==> src/rtl/mgmt_gpio_mon_pkg.sv <==
// Shared types and constants for the management GPIO blink monitor.
//   state_e      : monitor FSM states
//   FAIL_*       : fail_code encodings
//   sat_inc16()  : 16-bit saturating increment used by the high-phase width counter
package mgmt_gpio_mon_pkg;

  typedef enum logic [2:0] {
    StIdle,
    StWaitHigh,
    StWaitLow,
    StPass,
    StFail
  } state_e;

  localparam logic [1:0] FAIL_NONE    = 2'b00;
  localparam logic [1:0] FAIL_TIMEOUT = 2'b01;
  localparam logic [1:0] FAIL_GLITCH  = 2'b10;

  function automatic logic [15:0] sat_inc16(input logic [15:0] v);
    return (v == 16'hFFFF) ? v : v + 16'd1;
  endfunction

endpackage

==> src/rtl/gpio_sync_edge.sv <==
// Two-flop synchronizer plus history flop for an asynchronous GPIO level, with
// single-cycle rise/fall strobes derived from the synchronized level.
//   core_clk : clock
//   core_rst : synchronous active-high reset, clears all three flops
//   gpio_in  : asynchronous level
//   rise     : high for one cycle after a synchronized low-to-high change
//   fall     : high for one cycle after a synchronized high-to-low change
module gpio_sync_edge (
  input  logic core_clk,
  input  logic core_rst,
  input  logic gpio_in,
  output logic rise,
  output logic fall
);

  logic s1_q, s2_q, s3_q;

  always_ff @(posedge core_clk) begin
    if (core_rst) begin
      s1_q <= 1'b0;
      s2_q <= 1'b0;
      s3_q <= 1'b0;
    end else begin
      s1_q <= gpio_in;
      s2_q <= s1_q;
      s3_q <= s2_q;
    end
  end

  assign rise = s2_q & ~s3_q;
  assign fall = ~s2_q & s3_q;

endmodule

==> src/rtl/mgmt_gpio_blink_monitor.sv <==
// Counts complete high-then-low blinks on the management GPIO after an arm
// request and reports pass once BLINK_TARGET good blinks are seen, or fail on a
// too-short high phase (glitch) or on too long a gap between edges (timeout).
//   core_clk        : clock
//   core_rst        : synchronous active-high reset
//   gpio_in         : asynchronous GPIO level under observation
//   start           : single-cycle arm request (honoured in idle/pass/fail only)
//   done            : high in pass or fail
//   pass            : high in pass only
//   fail_code       : 00 none, 01 timeout, 10 glitch
//   blink_count     : completed blinks since last arm
//   last_high_width : width of the most recent good high phase, saturating
module mgmt_gpio_blink_monitor
  import mgmt_gpio_mon_pkg::*;
#(
  parameter int unsigned BLINK_TARGET   = 10,
  parameter int unsigned TIMEOUT_CYCLES = 100000,
  parameter int unsigned MIN_PULSE      = 4
) (
  input  logic        core_clk,
  input  logic        core_rst,
  input  logic        gpio_in,
  input  logic        start,
  output logic        done,
  output logic        pass,
  output logic [1:0]  fail_code,
  output logic [7:0]  blink_count,
  output logic [15:0] last_high_width
);

  localparam int unsigned TmoW = $clog2(TIMEOUT_CYCLES + 1);
  // Counter value just before terminal count: the increment that would reach
  // TIMEOUT_CYCLES is replaced by the transition to fail.
  localparam logic [TmoW-1:0] TmoLast = TmoW'(TIMEOUT_CYCLES - 1);
  localparam logic [7:0]      Target  = 8'(BLINK_TARGET);

  logic rise, fall;

  gpio_sync_edge u_sync (
    .core_clk (core_clk),
    .core_rst (core_rst),
    .gpio_in  (gpio_in),
    .rise     (rise),
    .fall     (fall)
  );

  state_e          state_q, state_d;
  logic [7:0]      blink_q, blink_d;
  logic [15:0]     last_q, last_d;
  logic [15:0]     width_q, width_d;
  logic [TmoW-1:0] tmo_q, tmo_d;
  logic [1:0]      fail_q, fail_d;

  logic [15:0] width_inc;
  logic [7:0]  blink_inc;
  logic        tmo_hit;

  always_comb begin
    state_d   = state_q;
    blink_d   = blink_q;
    last_d    = last_q;
    width_d   = width_q;
    tmo_d     = tmo_q;
    fail_d    = fail_q;
    // Width includes the cycle in which the fall is seen, so it equals the
    // number of cycles the synchronized level was high.
    width_inc = sat_inc16(width_q);
    blink_inc = blink_q + 8'd1;
    tmo_hit   = (tmo_q == TmoLast);

    unique case (state_q)
      StIdle, StPass, StFail: begin
        if (start) begin
          state_d = StWaitHigh;
          blink_d = 8'd0;
          last_d  = 16'd0;
          width_d = 16'd0;
          tmo_d   = '0;
          fail_d  = FAIL_NONE;
        end
      end
      StWaitHigh: begin
        // A fall here (level high at arm) only restarts the timer.
        if (rise || fall) begin
          tmo_d = '0;
          if (rise) begin
            state_d = StWaitLow;
            width_d = 16'd0;
          end
        end else if (tmo_hit) begin
          state_d = StFail;
          fail_d  = FAIL_TIMEOUT;
        end else begin
          tmo_d = tmo_q + TmoW'(1);
        end
      end
      StWaitLow: begin
        width_d = width_inc;
        if (fall) begin
          tmo_d = '0;
          if ({16'd0, width_inc} < MIN_PULSE) begin
            state_d = StFail;
            fail_d  = FAIL_GLITCH;
          end else begin
            blink_d = blink_inc;
            last_d  = width_inc;
            state_d = (blink_inc == Target) ? StPass : StWaitHigh;
          end
        end else if (tmo_hit) begin
          state_d = StFail;
          fail_d  = FAIL_TIMEOUT;
        end else begin
          tmo_d = tmo_q + TmoW'(1);
        end
      end
      default: state_d = StIdle;
    endcase
  end

  always_ff @(posedge core_clk) begin
    if (core_rst) begin
      state_q <= StIdle;
      blink_q <= 8'd0;
      last_q  <= 16'd0;
      width_q <= 16'd0;
      tmo_q   <= '0;
      fail_q  <= FAIL_NONE;
    end else begin
      state_q <= state_d;
      blink_q <= blink_d;
      last_q  <= last_d;
      width_q <= width_d;
      tmo_q   <= tmo_d;
      fail_q  <= fail_d;
    end
  end

  assign done            = (state_q == StPass) || (state_q == StFail);
  assign pass            = (state_q == StPass);
  assign fail_code       = fail_q;
  assign blink_count     = blink_q;
  assign last_high_width = last_q;

endmodule

==> config.mk <==
export PLATFORM = sky130hd
export DESIGN_NAME = mgmt_gpio_blink_monitor
export DESIGN_NICKNAME = d
export VERILOG_FILES = /design/src/rtl/mgmt_gpio_mon_pkg.sv /design/src/rtl/gpio_sync_edge.sv /design/src/rtl/mgmt_gpio_blink_monitor.sv
export SDC_FILE = /design/constraint.sdc
export NUM_CORES = 1
export LEC_CHECK = 0
export ABC_AREA = 1
export BUFFER_PORTS_ARGS = -buffer_cell sky130_fd_sc_hd__buf_2
export CORE_MARGIN = 3
export CORE_UTILIZATION = 54
export CTS_CLUSTER_DIAMETER = 60
export DETAILED_ROUTE_END_ITERATION = 8
export PLACE_DENSITY = 0.75
export SLEW_MARGIN = 20
export SYNTH_ARGS = -nofsm -noshare
export SYNTH_HDL_FRONTEND = slang
export SYNTH_SLANG_ARGS = --single-unit
==> constraint.sdc <==
create_clock -name core_clk -period 2 [get_ports core_clk]
set_input_delay 0.1 -clock core_clk [delete_from_list [all_inputs] [get_ports core_clk]]
set_output_delay 0.1 -clock core_clk [all_outputs]
set_load 0.03 [all_outputs]
==> results.sh, run 1 <==
export IMPL_critPathRequiredTime_ps=2290
export IMPL_post_dp_hpwl_um=6890
export IMPL_p_seq_share_pct=43.0
export IMPL_holdWs_ps=268
export IMPL_hold_path_cell_count=5
export IMPL_slew_violations=0
export IMPL_violations="setup timing"
export IMPL_status="complete, but fails checks"
export IMPL_netlist_cell_type_count=34
export IMPL_sw_frac_of_total_pct=31.8
export IMPL_worst_slew_pin_transition_ps=536
export IMPL_rr_worst_depth=17
export IMPL_hold_path_class="in -> reg"
export IMPL_fmax_ghz=0.471
export IMPL_track_usage_pct=28.3
export IMPL_wl_per_cell_um=14.6
export IMPL_cts_tree="built"
export IMPL_boundaryPins=32
export IMPL_clkSinkCount=65
export IMPL_first_global_vias=3986
export IMPL_fin_cells=776
export IMPL_vias_per_cell=5.53
export IMPL_syn_to_final_growth_pct=37.6
export IMPL_post_route_drc_count=0
export IMPL_initial_core_util_pct=57.3
export IMPL_firstDrtPassIters=5
export IMPL_clock_latency_ps=350
export IMPL_hold_viol=0
export IMPL_grt_antenna_before_repair=0
export IMPL_wl_met1_um=4500
export IMPL_grt_setup_unrepaired="yes"
export IMPL_r2r_start="width_q[0]"
export IMPL_finClkSkew_ps=18.0
export IMPL_cts_clk_slew_worst_paths_ps=90
export IMPL_setup_ws_ps=-122
export IMPL_relSlewSlack_pct=64.2
export IMPL_maxCapViolCount=0
export IMPL_synth_top_cell_area_share_pct=34.7
export IMPL_ff2ff_setup_slack_ps=-120
export IMPL_drive_gt1_share_pct=30.9
export IMPL_nets=705
export IMPL_hold_start="start"
export IMPL_yosys_warnings=0
export IMPL_synth_seq_cells=65
export IMPL_synthCells=598
export IMPL_grt_max_degree=32
export IMPL_grt_overflow=0
export IMPL_synth_area_top_cells="dfxtp_1 (35%), nand2_1 (17%), inv_1 (9.4%)"
export IMPL_wl_met3_um=770
export IMPL_top_layer="met4"
export IMPL_fp_dieArea_um2=7970
export IMPL_dpl_worst_slack_ps=-205
export IMPL_ant_nets=0
export IMPL_crit_path_end_kind="flop"
export IMPL_place_gp_congestion=0.953
export IMPL_place_inst=737
export IMPL_met2_length_um=5660
export IMPL_antenna_cells=0
export IMPL_rows=29
export IMPL_critPathLaunchType="flop"
export IMPL_cell_internal_pwr_mw=2.18
export IMPL_worstHoldEndpoint="state_q[1]"
export IMPL_die_w_um=89.3
export IMPL_p_comb_share_pct=20.9
export IMPL_clkPwrFrac_pct=36.2
export IMPL_power_leakage_nw=2.46
export IMPL_finalCritPeriodShare_pct=106
export IMPL_worstSetupStartpoint="width_q[0]"
export IMPL_power_density_nw_per_um2=620
export IMPL_clock_path_buffers=2
export IMPL_totalPowerFinal_mw=3.19
export IMPL_dr_total_vias=4295
export IMPL_drt_first_iter_violations=309
export IMPL_core_area_um2=6530
export IMPL_ctsRootBufferMaster="clkbuf_8"
export IMPL_path_class="reg -> reg"
export IMPL_routed_wl_um=11300
export IMPL_seq_area_frac_synth_pct=34.7
export IMPL_grt_first_pass_wirelength_um=17700
export IMPL_syn_area_per_cell_um2=6.26
export IMPL_p_sw_mw=1.02
export IMPL_crit_arrival_ps=2410
export IMPL_cts_buffers=9
export IMPL_die_h_um=89.3
export IMPL_io_buffers=31
export IMPL_synth_fp_nets=609
export IMPL_finalSetupViolations=28
export IMPL_ir_drop_mv=0.494
export IMPL_timing_rr_end="last_high_width[15]"
export IMPL_fin_crit_ps=2120
export IMPL_cts_max_level=3
export IMPL_synth_top_area_cell="dfxtp_1"
export IMPL_syn_area_um2=3740
export IMPL_crit_fanout=6
-- cells in the mapped netlist --
cell type and instances:
o22ai_1 1, nand4_1 15, nand3b_1 1, inv_1 94, nor2_2 7, a31oi_1 3
dfxtp_1 65, nand2_4 2, nand3_1 51, nor2_1 76, nand2_2 3, ha_1 7
and3_1 2, clkinv_1 1, a221oi_1 1, o221ai_1 1, nor3_2 3, buf_6 3
xnor2_1 2, nand2_1 165, o21ai_0 11, nor3b_1 1, nand3_2 1, xor2_1 7
a21oi_1 40, o21a_1 1, o21ai_1 1, o21bai_1 2, nor4_1 2, nor3_1 14
a31o_2 1, clkbuf_1 8, buf_2 5, a21oi_2 1
-- timing repair --
action / in CTS / in global routing
cloned: 3 / 0
setup endpoints to repair: 32 / 58
hold buffers: 1 / 0
hold endpoints to repair: 1 / 0
pin swaps: 12 / 18
buffers inserted: 11 / 8
resized for setup: 57 / 69
-- routing by layer --
layer	vias up	track usage [%]
met5	-	0
met4	0	13.5
met3	33	6.64
met2	206	47.9
met1	1974	33.6
li1	2082	-
-- critical path, cell delays in order (launching register included) --
cell and delay [ps]:
dfxtp_4 370, ha_4 150, inv_2 40, nor2_4 110
nand2_2 90, buf_6 120, nand2_2 40, nand2_1 60
inv_1 70, nand4_1 90, nor2_2 180, nand3_2 130
nand2_4 100, nand2_8 110, buf_16 170, nand3_1 80
nand2_1 60, nor2_1 100
-- final cells by class --
type | instances | area, um2
timing repair buffer | 100 | 762
tap | 77 | 96.3
inverter | 95 | 359
fill | 435 | 1380
multi-input combinational | 423 | 2400
clock inverter | 6 | 67.6
sequential | 65 | 1330
clock buffer | 10 | 138
-- cell usage in the layout, fill, tap and decap left out, drive strengths merged, types with 10 or more instances in the layout --
cell type	instances
clkbuf	10
dfxtp	65
nand2	171
nor2	83
nand3	52
a21oi	41
inv	94
o21ai	12
nand4	15
buf	99
nor3	17
-- flip-flops by register name, summed over array words and instances (netlist names) --
register	flops
tmo_q	17
last_high_width	16
width_q	16
blink_count	8
state_q	3
fail_code	2
u_sync.s1_q	1
u_sync.s2_q	1
u_sync.s3_q	1
-- kinds of logic (layout without fill, tap and decap cells) --
group / count (synthesis) / after routing / share of synthesized area (%)
AND/OR/NAND/NOR: 343 / 344 / 39.8
XOR/XNOR: 9 / 9 / 2.11
AO/OA/AOI/OAI: 63 / 63 / 9.15
flip-flops: 65 / 65 / 34.7
buffers and inverters: 111 / 211 / 11.9
adder cells (fa/ha/maj): 7 / 7 / 2.34
-- power groups by stage --
stage	registers (mW)	clock network, mW	logic [mW]
finish	1.37	1.15	0.666
CTS	1.38	1.17	0.585
global route	1.38	1.22	0.731
detailed placement	1.41	0	0.547
floorplan	1.50	0	0.311
global placement	1.41	0	0.533
-- how the worst max path moves through the flow --
stage | endpoint | depth (start not counted) | slack, ps
after floorplan | last_high_width[2] | 16 | 40
after global placement | blink_count[1] | 15 | -120
after detailed placement | last_high_width[12] | 10 | -200
after CTS | last_high_width[12] | 13 | -20
after global routing | last_high_width[8] | 17 | -200
final | last_high_width[15] | 17 | -120
-- stage by stage --
stage | area [um2] | util [%] | setup TNS, ps
after global routing | 5150 | 78.9 | -5160
after global placement | 4280 | 65.5 | -2810
after CTS | 4830 | 74.0 | -30.0
final | 5150 | 78.9 | -2070
after detailed placement | 4280 | 65.5 | -4320
after floorplan | 3750 | - | 0
Power figures use the tool's default switching activity.
==> run 2: changes to the inputs <==
REMOVE_ABC_BUFFERS = 1   (was not set)
==> results.sh, run 2 (synthesized netlist as in run 1, its figures left out) <==
export IMPL_status="complete, but fails checks"
export IMPL_violations="setup timing"
export IMPL_track_usage_pct=25.4
export IMPL_grt_antenna_before_repair=0
export IMPL_worstPathCellList="buf_6, nand2_8, nor2_4, buf_4, nand4_1, nand2_2, nand3_2, nor2_2, nand3_2, nand2_4, nand2_8, nand2_4, nand2_1, nand2_1, nor2_1"
export IMPL_place_gp_congestion=0.958
export IMPL_clkSinkCount=65
export IMPL_hold_start="start"
export IMPL_cts_clk_slew_worst_paths_ps=70
export IMPL_post_route_drc_count=0
export IMPL_wl_per_cell_um=13.1
export IMPL_tns_ps=-478
export IMPL_worst_slew_pin_transition_ps=420
export IMPL_routed_wl_um=10000
export IMPL_cts_tree="built"
export IMPL_antenna_cells=0
export IMPL_first_global_vias=3731
export IMPL_regMostFlops="tmo_q"
export IMPL_finalSetupViolations=19
export IMPL_power_leakage_nw=2.24
export IMPL_fp_dieArea_um2=7970
export IMPL_critPathLaunchType="flop"
export IMPL_ir_drop_mv=0.451
export IMPL_finClkSkew_ps=6.67
export IMPL_cts_buffers=9
export IMPL_grt_overflow=0
export IMPL_multi_input_area_um2=2230
export IMPL_nets=690
export IMPL_place_inst=735
export IMPL_fmax_ghz=0.486
export IMPL_worstHoldEndpoint="state_q[1]"
export IMPL_firstDrtPassIters=4
export IMPL_fin_crit_ps=2060
export IMPL_boundaryPins=32
export IMPL_crit_path_end_kind="flop"
export IMPL_cts_max_level=3
export IMPL_final_cell_mix="nand2_1 (151), inv_1 (87), nor2_1 (65)"
export IMPL_dr_total_vias=4073
export IMPL_rr_worst_depth=15
export IMPL_rows=29
export IMPL_final_common_cell="nand2_1"
export IMPL_path_class="reg -> reg"
export IMPL_ff2ff_setup_slack_ps=-60
export IMPL_syn_to_final_growth_pct=27.5
export IMPL_vias_per_cell=5.35
export IMPL_die_h_um=89.3
export IMPL_slowest_delay_ps=370
export IMPL_path_delay_family="simple AND/OR/NAND/NOR gates"
export IMPL_initial_core_util_pct=57.3
export IMPL_ant_nets=0
export IMPL_crit_fanout=12
export IMPL_finalCritPeriodShare_pct=103
export IMPL_grt_first_pass_wirelength_um=15800
export IMPL_post_dp_hpwl_um=6950
export IMPL_r2r_start="width_q[4]"
export IMPL_largest_register_ffs=17
export IMPL_crit_arrival_ps=2310
export IMPL_hold_viol=0
export IMPL_die_w_um=89.3
export IMPL_drt_first_iter_violations=235
export IMPL_grt_max_degree=32
export IMPL_clock_path_buffers=2
export IMPL_fin_cells=761
export IMPL_setup_ws_ps=-56.9
export IMPL_critPathRequiredTime_ps=2250
export IMPL_grt_setup_unrepaired="yes"
export IMPL_fill_cells=539
export IMPL_clock_latency_ps=350
export IMPL_timing_critical_path_buf_inv=2
export IMPL_hold_path_cell_count=5
export IMPL_relSlewSlack_pct=71.8
export IMPL_ctsRootBufferMaster="clkbuf_8"
export IMPL_drive_gt1_share_pct=24.9
export IMPL_power_density_nw_per_um2=613
export IMPL_register_area_um2=1320
export IMPL_core_area_um2=6530
export IMPL_io_buffers=31
export IMPL_maxCapViolCount=0
export IMPL_slowest_stage="dfxtp_4"
export IMPL_timing_rr_end="last_high_width[1]"
export IMPL_final_core_util_pct=73.1
export IMPL_slew_violations=0
export IMPL_hold_path_class="in -> reg"
## run 2: metrics by stage
step	hold slack [ps]	total power, mW	worst slack, ps	area (um2)
6_report	204	2.93	-56.9	4770
2_1_floorplan	169	1.77	-611	3660
3_3_place_gp	308	1.94	-108	4260
4_1_cts	195	2.93	-12.0	4510
3_5_place_dp	312	1.96	-221	4260
5_1_grt	217	3.10	-175	4770
## run 2: how the worst max path moves through the flow
stage | from | endpoint | slack, ps | depth (start not counted)
after CTS | width_q[1] | last_high_width[7] | -10 | 14
after global routing | width_q[0] | blink_count[0] | -180 | 14
final | width_q[4] | last_high_width[1] | -60 | 15
after global placement | width_q[1] | last_high_width[2] | -110 | 14
after detailed placement | width_q[0] | blink_count[2] | -220 | 14
after floorplan | state_q[2] | last_high_width[0] | -610 | 11
## run 2: cell type report
cell class	count	area share, %
Clock buffer	10	2.67
Sequential cell	65	27.6
Clock inverter	6	0.734
Timing Repair Buffer	84	12.7
Multi-Input combinational cell	424	46.8
Inverter	95	7.47
Tap cell	77	2.02
## run 2: per-layer routing
metal | global-route usage [%] | vias to the layer above | wire length, um
met1 | 29.3 | 1872 | 4260
met5 | 0 | - | 0
met3 | 4.79 | 27 | 447
met2 | 44.0 | 120 | 5000
li1 | - | 2054 | -
met4 | 13.9 | 0 | 294
## run 2: where the power goes
part | internal, mW | leakage [nW] | total (mW) | switching (mW)
registers | 1.35 | 0.533 | 1.38 | 0.0328
logic | 0.189 | 1.63 | 0.585 | 0.396
clock network | 0.440 | 0.0818 | 0.966 | 0.525
total | 1.97 | 2.24 | 2.93 | 0.954
## run 2: what timing repair did
item                                    in CTS  in global routing
hold buffers                                 1                  0
resized for setup                           19                 59
endpoints found under the hold margin        1                  0
cloned                                       0                  3
endpoints found under the setup margin      30                 54
buffers inserted                             1                  5
pin swaps                                    8                 23
## run 2: worst min-delay path, stage by stage
cell and delay, ps:
buf_2 100, nor2_1 60, buf_4 140, nand2_1 60, a21oi_1 60
